### config.mk
export PLATFORM = sky130hd
export DESIGN_NAME = nco_phase_accum
export DESIGN_NICKNAME = d
export VERILOG_FILES = /design/src/rtl/dsp_pkg.sv /design/src/rtl/tick_prescaler.sv /design/src/rtl/nco_phase_accum.sv
export SDC_FILE = /design/constraint.sdc
export NUM_CORES = 1
export LEC_CHECK = 0
export CAP_MARGIN = 10
export CELL_PAD_IN_SITES_DETAIL_PLACEMENT = 0
export CELL_PAD_IN_SITES_GLOBAL_PLACEMENT = 1
export CORE_ASPECT_RATIO = 0.7
export CORE_MARGIN = 3
export CORE_UTILIZATION = 37
export CTS_BUF_LIST = sky130_fd_sc_hd__clkbuf_8 sky130_fd_sc_hd__clkbuf_16
export DETAILED_ROUTE_END_ITERATION = 16
export MAX_ROUTING_LAYER = met4
export PLACE_DENSITY = 0.8
export SLEW_MARGIN = 20
export SYNTH_ARGS = -nofsm -noshare
export SYNTH_HDL_FRONTEND = slang
export SYNTH_SLANG_ARGS = --single-unit
### constraint.sdc
create_clock -name i_clk -period 3.02 [get_ports i_clk]
set_input_delay 0.755 -clock i_clk [delete_from_list [all_inputs] [get_ports i_clk]]
set_output_delay 0.755 -clock i_clk [all_outputs]
set_load 0.01 [all_outputs]
### src/rtl/dsp_pkg.sv
// Shared DSP-path definitions for the NCO chain.
// - Default widths for the phase accumulator, LUT address and step word.
// - step_t: signed step word exchanged between the step/phase controller and
//   the phase accumulator.
// - quad_e: quadrant of the phase circle, taken from the two phase MSBs.
package dsp_pkg;

  localparam int unsigned STEP_MSB_DEF = 7;
  localparam int unsigned PHASE_W_DEF  = 12;
  localparam int unsigned ADDR_W_DEF   = 8;
  localparam int unsigned TICK_DIV_DEF = 50;

  typedef logic signed [STEP_MSB_DEF:0] step_t;

  typedef enum logic [1:0] {
    Q0 = 2'd0,
    Q1 = 2'd1,
    Q2 = 2'd2,
    Q3 = 2'd3
  } quad_e;

endpackage

### src/rtl/tick_prescaler.sv
// Sample-tick prescaler: divides i_clk down to a one-cycle tick every
// TICK_DIV enabled cycles. Reusable by any sample-rate stage.
// Ports:
//   i_clk   - system clock, rising edge
//   i_rst_n - asynchronous active-low reset (counter cleared)
//   i_en    - count enable; when low the counter holds and no tick is issued
//   o_tick  - high during the last enabled cycle of each TICK_DIV period
module tick_prescaler #(
  parameter int unsigned TICK_DIV = 50
) (
  input  logic i_clk,
  input  logic i_rst_n,
  input  logic i_en,
  output logic o_tick
);

  localparam int unsigned CNT_W = (TICK_DIV > 1) ? $clog2(TICK_DIV) : 1;
  localparam logic [CNT_W-1:0] CNT_MAX = CNT_W'(TICK_DIV - 1);

  logic [CNT_W-1:0] cnt;
  logic             at_max;

  always_comb begin
    at_max = (cnt == CNT_MAX);
    o_tick = i_en & at_max;
  end

  always_ff @(posedge i_clk or negedge i_rst_n) begin
    if (!i_rst_n) begin
      cnt <= '0;
    end else if (i_en) begin
      cnt <= at_max ? '0 : cnt + 1'b1;
    end
  end

endmodule

### src/rtl/nco_phase_accum.sv
// NCO phase accumulator with quarter-wave fold.
// Each sample tick adds the signed step to a modulo-2^PHASE_W phase register
// (stage 1), then folds the phase into a quarter-wave LUT address plus a
// sign flag (stage 2).
// Ports:
//   i_clk   - system clock, rising edge
//   i_rst_n - asynchronous active-low reset
//   i_en    - run enable; tick counter and phase hold while low
//   i_step  - signed phase increment, sampled only on tick cycles
//   o_phase - accumulated phase (unsigned)
//   o_addr  - folded quarter-wave LUT address
//   o_neg   - sample sign, 1 = negative half-wave
//   o_valid - one-cycle pulse when o_addr/o_neg update
//   o_wrap  - one-cycle pulse when the phase add carried or borrowed
// Latency: tick at T -> o_phase/o_wrap at T+1 -> o_addr/o_neg/o_valid at T+2.
module nco_phase_accum
  import dsp_pkg::*;
#(
  parameter int unsigned SIZE_STEP = STEP_MSB_DEF,
  parameter int unsigned PHASE_W   = PHASE_W_DEF,
  parameter int unsigned ADDR_W    = ADDR_W_DEF,
  parameter int unsigned TICK_DIV  = TICK_DIV_DEF
) (
  input  logic                  i_clk,
  input  logic                  i_rst_n,
  input  logic                  i_en,
  input  logic signed [SIZE_STEP:0] i_step,
  output logic [PHASE_W-1:0]    o_phase,
  output logic [ADDR_W-1:0]     o_addr,
  output logic                  o_neg,
  output logic                  o_valid,
  output logic                  o_wrap
);

  logic tick;

  tick_prescaler #(
    .TICK_DIV (TICK_DIV)
  ) u_tick_prescaler (
    .i_clk   (i_clk),
    .i_rst_n (i_rst_n),
    .i_en    (i_en),
    .o_tick  (tick)
  );

  // ---------------- stage 1: accumulate ----------------
  logic [PHASE_W-1:0] phase;
  logic [PHASE_W-1:0] step_ext;
  logic [PHASE_W-1:0] phase_sum;
  logic               wrap_nxt;
  logic               stage1_vld;

  // A positive step wrapped iff the modulo sum fell below the old phase;
  // a negative step wrapped (borrow) iff the sum rose above it.
  always_comb begin
    step_ext  = {{(PHASE_W - SIZE_STEP - 1){i_step[SIZE_STEP]}}, i_step};
    phase_sum = phase + step_ext;
    wrap_nxt  = i_step[SIZE_STEP] ? (phase_sum > phase) : (phase_sum < phase);
  end

  always_ff @(posedge i_clk or negedge i_rst_n) begin
    if (!i_rst_n) begin
      phase      <= '0;
      o_wrap     <= 1'b0;
      stage1_vld <= 1'b0;
    end else begin
      stage1_vld <= tick;
      o_wrap     <= tick & wrap_nxt;
      if (tick) begin
        phase <= phase_sum;
      end
    end
  end

  assign o_phase = phase;

  // ---------------- stage 2: quarter-wave fold ----------------
  quad_e             quad;
  logic [ADDR_W-1:0] idx;

  // Quadrants 1 and 3 run the quarter-wave table backwards;
  // quadrants 2 and 3 are the negative half-wave.
  always_comb begin
    quad = quad_e'(phase[PHASE_W-1 -: 2]);
    idx  = phase[PHASE_W-3 -: ADDR_W];
  end

  always_ff @(posedge i_clk or negedge i_rst_n) begin
    if (!i_rst_n) begin
      o_addr  <= '0;
      o_neg   <= 1'b0;
      o_valid <= 1'b0;
    end else begin
      o_valid <= stage1_vld;
      if (stage1_vld) begin
        o_addr <= (quad == Q1 || quad == Q3) ? ~idx : idx;
        o_neg  <= (quad == Q2 || quad == Q3);
      end
    end
  end

endmodule
==> flow_metrics.py <==
metrics = {
    "outcome": {
        "status": "finished with violations",
        "violations": "negative setup slack",
    },
    "timing": {
        "relSlewSlack_pct": 65.27,
        "timing.hold.ws_ns": 0.5123,
        "slew_viol_final": 0,
        "postLayoutSetupSlackWorst_ns": -0.2626,
        "finalHoldViolations": 0,
        "setup_viol_count_final": 1,
        "fmax_ghz": 0.3046,
        "tightest_slew_ns": 0.5209,
        "finalSetupTns_ns": -0.2626,
        "min_period_over_period_pct": 108.7,
        "post-route-min-period_ns": 3.283,
        "fin_skew_ns": 0.006104,
        "rsz0062_at_grt": "true",
    },
    "floorplanning": {
        "rows": 21,
        "core_um2": 5045,
        "die_x_um": 94.74,
        "initial_core_util_pct": 40.43,
        "ios": 34,
        "die-area_um2": 6453,
        "die_h_um": 68.12,
    },
    "synth": {
        "yosysWarnings": 0,
        "ys_types": 38,
        "ys_seq_area_share_pct": 36.81,
        "synth_common_cells": "dfrtp_1, ha_1, a21oi_1",
        "syn_nets": 247,
        "synth_edf_count": 0,
        "synthFlopType": "dfrtp_1",
        "async_reset_ff_share_pct": 100.0,
        "synth.most_common_cell": "dfrtp_1",
        "synthCells": 210,
        "syn_avg_cell_area_um2": 9.712,
        "synth_top_area_share_pct": 36.81,
        "synth_seq_cells": 30,
        "synth_area_um2": 2039,
        "yosysTopAreaCell": "dfrtp_1",
        "ys_top_cells_by_area": "dfrtp_1, ha_1, xnor2_1, a21oi_1, inv_1",
    },
    "grt": {
        "grt_pass1_wl_um": 8949,
        "overflow": 0,
        "grt_max_degree": 31,
        "antenna_found_initial": 0,
        "grt_pass1_vias": 1864,
        "grt_use_total_pct": 18.83,
    },
    "setup_path": {
        "worstPathArrival_ns": 3.50,
        "cp.buffers_inverters": 3,
        "max_stage_delay_ns": 0.38,
        "timing.rr.start": "o_phase[1]",
        "cp_cell_sequence": "buf_6 -> ha_4 -> buf_6 -> a211oi_4 -> o21ai_2 -> a31o_4 -> a211oi_4 -> o21ai_2 -> o31ai_2 -> ha_1 -> nand4_1 -> buf_4 -> a211oi_2 -> a2111oi_2 -> mux2_2 -> nor2_2",
        "worstSetupEndpointType": "flop",
        "r2r-end": "o_wrap",
        "worstSetupPathDepth": 16,
        "crit_path_max_fanout": 3,
        "slowest_stage": "mux2_2",
        "crit_end": "o_wrap",
        "worst_setup_path_start_kind": "input pin",
        "worstSetupPathType": "input pin to flop",
        "crit_required_ns": 3.24,
        "r2r.worst_path.cells": 14,
        "critPathLaunch": "i_step[0]",
        "crit_family": "compound AO/OA/AOI/OAI gates",
        "r2r_setup_slack_ns": -0.16,
    },
    "placed_design": {
        "dp_slack_ns": -1.064,
        "place_inst": 357,
        "port_buffers": 33,
        "place_congestion": 0.8364,
        "dpl.hpwl_um": 3917,
        "dpl-instance-area_um2": 2882,
    },
    "cts": {
        "numCtsBuffers": 5,
        "tritoncts": "built",
        "htree_num_levels": 2,
        "cts-root-buf": "clkbuf_8",
        "cts_max_path_buffers": 2,
        "cts_hold_buf": 0,
        "clock_latency_ns": 0.28,
        "clkSinkCount": 30,
        "path_clk_slew_ns": 0.07,
    },
    "power_and_ir_drop": {
        "leakage_nw": 1.433,
        "p_per_area_nw_per_um2": 1130,
        "ir_worst_vdd_uv": 449.8,
        "finalPower_mw": 3.558,
    },
    "worst_hold_path": {
        "min_path_type": "flop to flop",
    },
    "detailed_routing": {
        "drtAntennaViolNets": 0,
        "drc_errors": 0,
        "via_per_inst": 4.866,
        "vias": 1810,
        "routed_wirelength_um": 5258,
        "firstDrtPassIters": 4,
        "drt_iter0_drc": 64,
        "routedWlPerCell_um": 14.13,
    },
    "final_layout": {
        "finalCoreUtilization_pct": 62.43,
        "diodes": 0,
        "layout.nets": 339,
        "area_growth_pct": 54.42,
        "layoutNonFillerInstCount": 372,
        "final_area_um2": 3149,
        "drive_above_1_share_pct": 35.64,
    },
    "flow_run": {
        "drv_cap": 0,
    },
}
registers in the layout, indices dropped and copies added, names as in the netlist:
name                  count
o_wrap                    1
o_neg                     1
stage1_vld                1
o_phase                  12
o_valid                   1
u_tick_prescaler.cnt      6
o_addr                    8
routing by layer:
layer	global-route usage, %	vias to the layer above	part of all wire (%)
met1	24.85	847	49
met4	4.856	0	1.2
li1	-	925	-
met2	29.59	32	45
met3	4.176	6	4.2
met5	-	-	0
where the power goes:
group,total (mW),internal [mW],switching [mW]
registers,0.708,0.563,0.145
logic,2.51,1.38,1.13
clock network,0.337,0.180,0.157
cells by family after synthesis:
logic type,Yosys count,share of synthesized area (%)
multiplexers,8,4.539
buffers and inverters,25,4.723
XOR/XNOR,21,9.018
flip-flops,30,36.81
AND/OR/NAND/NOR,46,11.23
AO/OA/AOI/OAI,54,17.36
adder cells (fa/ha/maj),26,16.32
area by class of cell:
type                    instances  area [µm²]
flip-flops and latches         30       750.7
clock buffers                   6       82.58
inverters                      19       71.32
well taps                      69       86.33
clock inverters                 2       8.758
repair buffers                 91       762.0
fillers                       440        1896
multi-input cells             155        1388
layout by cell type, fill, tap and decap left out, types with 4 or more instances in the layout:
cell	n
xnor2_1	17
nand3_1	4
buf_4	57
o21ai_0	6
dfrtp_1	30
ha_4	8
inv_1	18
nand2_1	12
a21oi_2	4
a21oi_1	17
xor2_1	4
ha_1	17
a21o_1	5
clkbuf_8	6
clkdlybuf4s50_1	25
nand4_1	5
mux2_2	6
nor2_1	11
how the worst min path moves through the flow:
stage,startpoint,end,cells after the start
finish,o_neg,o_neg,1
CTS,o_neg,o_neg,1
global route,o_neg,o_neg,1
floorplan,stage1_vld,o_valid,0
detailed placement,o_neg,o_neg,1
global placement,o_neg,o_neg,1
what timing repair did:
| item | in CTS | in global routing |
|---|---|---|
| pin swaps | 29 | 10 |
| resized for setup | 46 | 5 |
| buffers inserted | 5 | 2 |
| endpoints found under the setup margin | 1 | 1 |
No activity file was read; power rests on OpenSTA's default activity.
